## src/rtl/global_vcfg_responder.sv

```systemverilog
// Answers CVA6 vset* requests with the globally committed vl/vill a cycle after
// the dispatcher updates them; all other accelerator requests are absorbed silently.
package global_vcfg_responder_pkg;
  localparam int unsigned XLEN      = 64;
  localparam logic [6:0]  OpcodeVec = 7'b1010111;
  localparam logic [2:0]  OPCFG     = 3'b111;

  typedef struct packed {
    logic       vill;
    logic       vma;
    logic       vta;
    logic [2:0] vsew;
    logic [2:0] vlmul;
  } vtype_t;
endpackage

module global_vcfg_responder
  import global_vcfg_responder_pkg::*;
#(
  parameter int unsigned NrLanes     = 0,
  parameter int unsigned NrClusters  = 0,
  parameter type         vlen_cl_t   = logic,
  parameter int unsigned TransIdBits = 3,
  parameter int unsigned Depth       = 2
) (
  input  logic                   clk_i,
  input  logic                   rst_ni,
  input  logic                   acc_req_valid_i,
  output logic                   acc_req_ready_o,
  input  logic [31:0]            acc_insn_i,
  input  logic [TransIdBits-1:0] acc_trans_id_i,
  input  vlen_cl_t               vl_i,
  input  vtype_t                 vtype_i,
  output logic                   acc_resp_valid_o,
  input  logic                   acc_resp_ready_i,
  output logic [XLEN-1:0]        acc_resp_result_o,
  output logic [TransIdBits-1:0] acc_resp_trans_id_o,
  output logic                   acc_resp_vill_o
);

  localparam int unsigned PtrW = (Depth > 1) ? $clog2(Depth) : 1;
  localparam int unsigned CntW = $clog2(Depth + 2);

  typedef struct packed {
    logic [XLEN-1:0]        result;
    logic                   vill;
    logic [TransIdBits-1:0] id;
  } entry_t;

  logic                   cap_valid;
  logic [TransIdBits-1:0] cap_id;
  logic [CntW-1:0]        count;
  logic [PtrW-1:0]        rd_ptr;
  logic [PtrW-1:0]        wr_ptr;
  entry_t                 mem [Depth];

  logic   is_vset;
  logic   accept_vset;
  logic   push;
  logic   pop;
  entry_t push_entry;
  entry_t head;

  function automatic logic [PtrW-1:0] ptr_inc(input logic [PtrW-1:0] p);
    return (p == PtrW'(Depth - 1)) ? '0 : p + PtrW'(1);
  endfunction

  assign is_vset     = (acc_insn_i[6:0] == OpcodeVec) && (acc_insn_i[14:12] == OPCFG);
  // No credit for a same-cycle pop keeps ready off the response-ready path.
  assign acc_req_ready_o = (count + CntW'(cap_valid)) < CntW'(Depth);
  assign accept_vset = acc_req_valid_i && acc_req_ready_o && is_vset;

  // vl/vtype are sampled one cycle after acceptance, once the dispatcher has committed them.
  assign push = cap_valid;
  assign push_entry.result = vtype_i.vill ? '0 : XLEN'(vl_i);
  assign push_entry.vill   = vtype_i.vill;
  assign push_entry.id     = cap_id;

  assign acc_resp_valid_o = (count != '0);
  assign pop              = acc_resp_valid_o && acc_resp_ready_i;

  assign head                = acc_resp_valid_o ? mem[rd_ptr] : '0;
  assign acc_resp_result_o   = head.result;
  assign acc_resp_vill_o     = head.vill;
  assign acc_resp_trans_id_o = head.id;

  always_ff @(posedge clk_i or negedge rst_ni) begin
    if (!rst_ni) begin
      cap_valid <= 1'b0;
      cap_id    <= '0;
      count     <= '0;
      rd_ptr    <= '0;
      wr_ptr    <= '0;
    end else begin
      cap_valid <= accept_vset;
      if (accept_vset) cap_id <= acc_trans_id_i;
      if (push) wr_ptr <= ptr_inc(wr_ptr);
      if (pop)  rd_ptr <= ptr_inc(rd_ptr);
      if (push && !pop)      count <= count + CntW'(1);
      else if (pop && !push) count <= count - CntW'(1);
    end
  end

  // Storage needs no reset: outputs are masked while the FIFO is empty.
  always_ff @(posedge clk_i) begin
    if (push) mem[wr_ptr] <= push_entry;
  end

  logic unused_cfg;
  assign unused_cfg = ^{32'(NrLanes), 32'(NrClusters), acc_insn_i[31:15], acc_insn_i[11:7],
                        vtype_i.vma, vtype_i.vta, vtype_i.vsew, vtype_i.vlmul};

endmodule

```

## config.mk

```make
export PLATFORM = sky130hd
export DESIGN_NAME = global_vcfg_responder
export DESIGN_NICKNAME = d
export VERILOG_FILES = /design/src/rtl/global_vcfg_responder.sv
export SDC_FILE = /design/constraint.sdc
export NUM_CORES = 1
export LEC_CHECK = 0
export BUFFER_PORTS_ARGS = -buffer_cell sky130_fd_sc_hd__buf_2
export CELL_PAD_IN_SITES_DETAIL_PLACEMENT = 0
export CELL_PAD_IN_SITES_GLOBAL_PLACEMENT = 1
export CORE_MARGIN = 2
export CORE_UTILIZATION = 22
export CTS_CLUSTER_DIAMETER = 80
export DETAILED_ROUTE_END_ITERATION = 16
export HOLD_SLACK_MARGIN = 0.02
export PLACE_DENSITY = 0.75
export SLEW_MARGIN = 10
export SYNTH_ARGS = -nofsm -noshare
export SYNTH_HDL_FRONTEND = slang
export SYNTH_SLANG_ARGS = --single-unit
```

## constraint.sdc

```tcl
create_clock -name clk_i -period 1.3 [get_ports clk_i]
set_input_delay 0.26 -clock clk_i [delete_from_list [all_inputs] [get_ports clk_i]]
set_output_delay 0.26 -clock clk_i [all_outputs]
set_load 0.01 [all_outputs]
```

==> flow_metrics.env, run 1 <==
export IMPL_core_area_sq_um=5470
export IMPL_p_leak_uw=0.000705
export IMPL_io_buffers=25
export IMPL_drtAntennaViolNets=0
export IMPL_finClkSkew_ns=0.00222
export IMPL_final_common_cell="conb_1"
export IMPL_layout_drive_gt1_share_pct=35.7
export IMPL_yosysTopAreaCell="buf_4"
export IMPL_start_util_pct=22.6
export IMPL_min_period_ns=1.40
export IMPL_antennaDiodeCount=0
export IMPL_ff2ff_path_depth=5
export IMPL_setup_ws_ns=-0.0969
export IMPL_ios=119
export IMPL_synth_distinct_cells=20
export IMPL_end_kind="output port"
export IMPL_ys_seq_area_share_pct=40.4
export IMPL_root_buffer="clkbuf_8"
export IMPL_crit_chain="nand2_2 -> xor2_2 -> buf_4 -> buf_6"
export IMPL_gr_total_overflow=0
export IMPL_post_dp_cell_area_sq_um=1290
export IMPL_grt_pass1_wl_mm=2.39
export IMPL_maxSlewViolCount=0
export IMPL_final_cell_mix="conb_1 (63), buf_2 (23), edfxtp_1 (10)"
export IMPL_fill_cells=586
export IMPL_die_h_um=79.0
export IMPL_hp_class="primary input to flop"
export IMPL_fin_crit_sh_pct=107
export IMPL_hold_path_cell_count=1
export IMPL_cap_violations=0
export IMPL_numCtsBuffers=3
export IMPL_first_pass_iters=2
export IMPL_cts_tree="done"
export IMPL_layout_nets=205
export IMPL_worstPathRequired_ns=1.04
export IMPL_syn_inst=117
export IMPL_worst_path_stages=4
export IMPL_syn_area_sq_um=1240
export IMPL_violations="setup timing"
export IMPL_critPathMaxStageDelay_ns=0.43
export IMPL_wl_mm=1.59
export IMPL_cts_clk_slew_worst_paths_ns=0.06
export IMPL_cts_path_max_buffers=2
export IMPL_ir_worst_vdd_mv=0.962
export IMPL_antenna_found_initial=0
export IMPL_p_per_area_nw_per_um2=1400
export IMPL_cp_num_buf_inv=2
export IMPL_crit_fanout=3
export IMPL_crit_type="flop to output port"
export IMPL_critical_path_top_delay_family="flip-flops"
export IMPL_synth_warnings=0
export IMPL_outcome="complete, but fails checks"
export IMPL_synthToLayoutAreaGrowth_pct=13.8
export IMPL_grt_max_degree=11
export IMPL_worst_path_max_delay_cell="dfrtp_2"
export IMPL_grt_pass1_vias=554
export IMPL_synth_area_top_cells="buf_4 (38%), edfxtp_1 (24%), dfrtp_1 (16%), mux2i_1 (4.0%), mux2_1 (2.7%)"
export IMPL_arrival_ns=1.14
export IMPL_gp_congestion=0.629
export IMPL_setup_violations=10
export IMPL_whs_ns=0.220
export IMPL_die_w_um=79.0
export IMPL_via_per_inst=2.97
export IMPL_postLayoutCellArea_sq_um=1410
export IMPL_cts_sinks=18
export IMPL_hold_viol_final=0
export IMPL_rsz0062_at_grt="true"
export IMPL_wl_per_cell_um=7.04
export IMPL_avgSynthCellArea_sq_um=10.6
export IMPL_fmax_ghz=0.716
export IMPL_dp_hpwl_mm=1.42
export IMPL_clock_latency_ns=0.24
export IMPL_synth_top_area_share_pct=38.2
export IMPL_synth_seq_cells=18
export IMPL_rows=27
export IMPL_grt_use_total_pct=4.82
export IMPL_vias=672
export IMPL_fin_util_pct=25.8
export IMPL_critPathLaunchType="flop"
export IMPL_cts_htree_levels=1
export IMPL_drt_initial_drc_count=2
export IMPL_die_area_sq_um=6250
export IMPL_drc=0
export IMPL_dp_slack_ns=-0.0305
-- final cells by class --
class                      count  area, sq um  share of cell area, %
sequential                    18          505                   35.8
tap                           72         90.1                   6.39
inverter                       1         3.75                  0.266
multi-input combinational     96          547                   38.8
clock buffer                   3         41.3                   2.93
timing repair buffer          35          219                   15.5
clock inverter                 1         3.75                  0.266
-- worst paths after layout --
| check | startpoint | endpoint | slack [ns] |
|---|---|---|---|
| hold reg to reg | wr_ptr | wr_ptr | 0.48 |
| min in group asynchronous | rst_ni | count[0] | 0.37 |
| max in group asynchronous | rst_ni | rd_ptr | 0.75 |
| hold / removal | vtype_i[8] | mem[0][3] | 0.22 |
| setup reg to reg | count[0] | cap_id[0] | -0.03 |
| setup / recovery | count[0] | acc_req_ready_o | -0.1 |
-- sequential cells by signal, indices dropped and copies added (netlist names) --
name / count
wr_ptr: 1
cap_valid: 1
mem: 10
cap_id: 3
rd_ptr: 1
count: 2
-- kinds of logic after synthesis --
family        after synthesis  share of synthesized area, %
buf+inv                    65                          38.8
fa+ha+maj                   1                          1.01
flops                      18                          40.4
mux                         8                          6.77
simple gates               18                          7.88
other cells                 1                         0.303
xor+xnor                    6                          4.85
-- routing by layer --
metal	GRT usage [%]	vias to the layer above	wire, um
li1	-	324	-
met1	5.44	300	556
met2	8.98	48	879
met3	1.02	0	155
met4	1.55	0	0
met5	0	-	0
-- cells in the mapped netlist, drive strengths merged --
master  count
nor2        8
and3        2
nand3       1
dfrtp       8
mux2i       5
conb        1
inv         1
buf        63
nor2b       2
nand4b      2
ha          1
xor2        4
xnor2       2
edfxtp     10
nand2       2
clkbuf      1
mux2        3
and2        1
-- where the power goes --
group	switching, uW	leakage [uW]	internal [uW]
Sequential	95.1	0.000182	665
Clock	164	0.0000231	209
Combinational	408	0.000500	432
-- metrics by stage --
step,TNS [ns],std cells,power (uW)
global route,-1.29,226,2130
floorplan,-0.0644,179,1320
CTS,-0.708,226,1960
finish,-0.625,226,1970
global placement,-0.00828,218,1460
detailed placement,-0.0305,218,1470
-- timing repair --
action / CTS / global route
setup endpoints to repair: 7 / 11
resized for setup: 6 / 3
setup buffers: 3 / 0
hold buffers: 1 / 0
cloned: 0 / 0
hold endpoints to repair: 8 / 0
pin swaps: 5 / 4
No activity file was read; power rests on OpenSTA's default activity.
==> inputs of run 2 (changes only) <==
Settings changed: CORE_MARGIN 2 to not set.
==> flow_metrics.env, run 2 (synthesis gave the netlist of run 1 again) <==
export IMPL_wl_per_cell_um=6.80
export IMPL_crit_chain="nor2_4 -> buf_6 -> nor2_1 -> buf_2"
export IMPL_rows=26
export IMPL_root_buffer="clkbuf_8"
export IMPL_cap_violations=0
export IMPL_setup_violations=10
export IMPL_drc=0
export IMPL_numCtsBuffers=3
export IMPL_antenna_found_initial=0
export IMPL_holdPathEnd="mem[1][3]"
export IMPL_io_buffers=25
export IMPL_antennaDiodeCount=0
export IMPL_die_area_sq_um=5930
export IMPL_vias=680
export IMPL_core_area_sq_um=5270
export IMPL_final_common_cell="conb_1"
export IMPL_die_h_um=77.0
export IMPL_setup_ws_ns=-0.106
export IMPL_rsz0062_at_grt="true"
export IMPL_fmax_ghz=0.711
export IMPL_cts_tree="done"
export IMPL_violations="setup timing"
export IMPL_grt_pass1_vias=541
export IMPL_worstPathRequired_ns=1.04
export IMPL_grt_max_degree=11
export IMPL_layout_nets=205
export IMPL_drt_initial_drc_count=5
export IMPL_worst_path_max_delay_cell="dfrtp_2"
export IMPL_reg_top3="mem: 10 flops, cap_id: 3 flops, count: 2 flops"
export IMPL_crit_type="flop to output port"
export IMPL_p_per_area_nw_per_um2=1400
export IMPL_fin_crit_sh_pct=108
export IMPL_total_power_uw=1980
export IMPL_dp_hpwl_mm=1.28
export IMPL_cts_sinks=18
export IMPL_reg2reg_to="cap_id[2]"
export IMPL_hp_start="vtype_i[8]"
export IMPL_gr_total_overflow=0
export IMPL_ios=119
export IMPL_hold_path_cell_count=1
export IMPL_wl_mm=1.52
export IMPL_largest_reg_flops=10
export IMPL_regMostFlops="mem"
export IMPL_first_pass_iters=4
export IMPL_cts_htree_levels=1
export IMPL_ff2ff_path_depth=5
export IMPL_maxSlewViolCount=0
export IMPL_end_kind="output port"
export IMPL_critPathMaxStageDelay_ns=0.44
export IMPL_ir_worst_vdd_mv=0.766
export IMPL_hp_class="primary input to flop"
export IMPL_arrival_ns=1.15
export IMPL_crit_fanout=5
export IMPL_min_period_ns=1.41
export IMPL_grt_use_total_pct=5.13
export IMPL_outcome="complete, but fails checks"
export IMPL_fin_tns_setup_ns=-0.675
export IMPL_critical_path_top_delay_family="flip-flops"
export IMPL_start_util_pct=23.5
export IMPL_final_cell_mix="conb_1 (63), buf_2 (23), edfxtp_1 (10)"
export IMPL_cts_clk_slew_worst_paths_ns=0.06
export IMPL_p_leak_uw=0.000705
export IMPL_r2r_start="count[0]"
export IMPL_cts_path_max_buffers=2
export IMPL_layout_drive_gt1_share_pct=35.7
export IMPL_hold_viol_final=0
export IMPL_reg2reg_slack_ns=-0.03
export IMPL_whs_ns=0.228
export IMPL_via_per_inst=3.04
export IMPL_cp_num_buf_inv=2
export IMPL_die_w_um=77.0
export IMPL_gp_congestion=0.640
export IMPL_clock_latency_ns=0.24
export IMPL_synthToLayoutAreaGrowth_pct=14.0
export IMPL_critPathLaunchType="flop"
export IMPL_grt_pass1_wl_mm=2.33
export IMPL_fin_util_pct=26.8
export IMPL_finClkSkew_ns=0.00183
export IMPL_drtAntennaViolNets=0
-- run 2: worst max path at each step --
stage | startpoint | to | slack (ns) | cells past startpoint
6_report | count[1] | acc_resp_trans_id_o[2] | -0.11 | 4
5_1_grt | rd_ptr | acc_resp_trans_id_o[2] | -0.19 | 3
4_1_cts | rd_ptr | acc_resp_trans_id_o[2] | -0.12 | 3
3_5_place_dp | count[1] | count[1] | -0.005 | 7
3_3_place_gp | count[1] | count[1] | -0.006 | 7
2_1_floorplan | count[1] | count[1] | -0.02 | 7
-- run 2: stage by stage --
step / cell area [sq um] / cells / setup WS, ns
6_report: 1410 / 224 / -0.106
5_1_grt: 1410 / 224 / -0.189
4_1_cts: 1400 / 224 / -0.119
3_5_place_dp: 1290 / 216 / -0.00515
3_3_place_gp: 1290 / 216 / -0.00612
2_1_floorplan: 1510 / 179 / -0.0231
-- run 2: timing repair --
action,in CTS,in global routing
hold buffers,1,0
setup endpoints to repair,7,11
setup buffers,3,0
pin swaps,5,1
endpoints found under the hold margin,8,0
gates resized for setup,5,4
-- run 2: metal layers --
| metal | wire length, um | vias to the layer above | global-route usage, % |
|---|---|---|---|
| li1 | - | 323 | - |
| met1 | 534 | 305 | 4.81 |
| met2 | 881 | 52 | 9.82 |
| met3 | 107 | 0 | 1.55 |
| met4 | 0 | 0 | 2.83 |
| met5 | 0 | - | 0 |
-- run 2: cell type report --
type                    count  area (sq um)
inverters                   1          3.75
multi-input cells          96           552
fillers                   569          3860
repair buffers             35           219
flip-flops and latches     18           505
clock buffers               4          45.0
well taps                  70          87.6
-- run 2: power breakdown --
part           internal [uW]  switching [uW]  leakage [uW]
registers                665            95.3      0.000182
clock network            217             163     0.0000228
logic                    432             406      0.000500
==> inputs of run 3 (changes only) <==
Settings changed: MAX_ROUTING_LAYER set to met4, PLACE_DENSITY 0.75 to 0.76.
==> flow_metrics.env, run 3 (synthesis gave the netlist of run 1 again) <==
export IMPL_maxSlewViolCount=0
export IMPL_final_cell_mix="conb_1 (63), buf_2 (23), edfxtp_1 (10)"
export IMPL_violations="setup timing"
export IMPL_numCtsBuffers=3
export IMPL_grt_max_degree=11
export IMPL_fill_cells=572
export IMPL_antenna_found_initial=0
export IMPL_layout_nets=205
export IMPL_place_inst=216
export IMPL_hold_viol_final=0
export IMPL_wl_per_cell_um=7.00
export IMPL_layout_drive_gt1_share_pct=38.3
export IMPL_outcome="complete, but fails checks"
export IMPL_fin_crit_sh_pct=109
export IMPL_ff2ff_path_depth=5
export IMPL_gr_total_overflow=0
export IMPL_rows=26
export IMPL_grt_pass1_wl_mm=2.24
export IMPL_cts_path_max_buffers=2
export IMPL_drt_initial_drc_count=3
export IMPL_vias=690
export IMPL_multi_input_area_sq_um=561
export IMPL_die_h_um=77.0
export IMPL_whs_ns=0.226
export IMPL_io_buffers=25
export IMPL_grt_pass1_vias=533
export IMPL_wl_mm=1.57
export IMPL_start_util_pct=23.5
export IMPL_p_leak_uw=0.000710
export IMPL_drc=0
export IMPL_ios=119
export IMPL_die_w_um=77.0
export IMPL_p_per_area_nw_per_um2=1440
export IMPL_crit_fanout=5
export IMPL_fmax_ghz=0.705
export IMPL_cts_tree="done"
export IMPL_via_per_inst=3.08
export IMPL_dp_hpwl_mm=1.32
export IMPL_fin_util_pct=27.2
export IMPL_rsz0062_at_grt="true"
export IMPL_crit_type="flop to output port"
export IMPL_first_pass_iters=4
export IMPL_core_area_sq_um=5270
export IMPL_drtAntennaViolNets=0
export IMPL_finClkSkew_ns=0.00427
export IMPL_grt_use_total_pct=5.07
export IMPL_regMostFlops="mem"
export IMPL_gp_congestion=0.613
export IMPL_ir_worst_vdd_mv=0.742
export IMPL_reg_top3="mem: 10 flops, cap_id: 3 flops, count: 2 flops"
export IMPL_antennaDiodeCount=0
export IMPL_die_area_sq_um=5930
export IMPL_clock_latency_ns=0.25
export IMPL_arrival_ns=1.16
export IMPL_worstPathRequired_ns=1.04
export IMPL_reg2reg_slack_ns=-0.02
export IMPL_setup_violations=9
export IMPL_hp_class="primary input to flop"
export IMPL_cts_sinks=18
export IMPL_setup_ws_ns=-0.118
export IMPL_end_kind="output port"
export IMPL_stdcell_count=224
export IMPL_cap_violations=0
export IMPL_largest_reg_flops=10
export IMPL_root_buffer="clkbuf_8"
export IMPL_final_common_cell="conb_1"
export IMPL_hold_path_cell_count=1
export IMPL_cts_htree_levels=1
export IMPL_critPathLaunchType="flop"
export IMPL_synthToLayoutAreaGrowth_pct=15.6
export IMPL_cts_clk_slew_worst_paths_ns=0.07
export IMPL_min_period_ns=1.42
export IMPL_seq_area_sq_um=505
## run 3: through the flow
stage	setup WS (ns)	TNS, ns	total power, uW	instance area, sq um
3_3_place_gp	-0.00291	-0.00291	1450	1290
5_1_grt	-0.173	-1.36	2200	1430
3_5_place_dp	-0.00960	-0.0182	1460	1290
4_1_cts	-0.122	-0.783	2040	1400
2_1_floorplan	-0.0231	-0.0644	1320	1510
6_report	-0.118	-0.730	2070	1430
## run 3: layout make-up
cell class,count,share of cell area (%)
well taps,70,6.12
inverters,1,0.262
repair buffers,35,15.3
clock buffers,4,3.85
flip-flops and latches,18,35.3
multi-input cells,96,39.2
## run 3: worst paths after layout
path,startpoint,to
setup / recovery,count[1],acc_resp_trans_id_o[1]
hold / removal,vtype_i[8],mem[0][3]
setup reg to reg,count[0],cap_id[2]
hold reg to reg,cap_id[0],mem[1][0]
max in group asynchronous,rst_ni,rd_ptr
min in group asynchronous,rst_ni,cap_id[1]
## run 3: per-layer routing
metal  vias up  GRT usage (%)  share of wire [%]
met5         -              -                  0
met3         5           1.07                7.8
met2        54           9.11                 56
met4         0           3.40                2.3
met1       311           4.87                 34
li1        320              -                  -
## run 3: repair_timing
action,4_1_cts,5_1_grt
gates resized for setup,6,6
hold endpoints to repair,8,0
pin swaps,5,1
gates cloned,0,0
hold buffers,1,0
buffers inserted,3,0
setup endpoints to repair,8,11
## run 3: critical path, stage by stage, from the launching register on
cell and delay [ns]:
dfrtp_2 0.45, nor2_4 0.15, buf_6 0.13, nor2_2 0.04, buf_2 0.13
## run 3: power breakdown
part / internal (uW) / switching (uW)
Clock: 269 / 176
Sequential: 665 / 101
Combinational: 444 / 412
Total: 1380 / 689
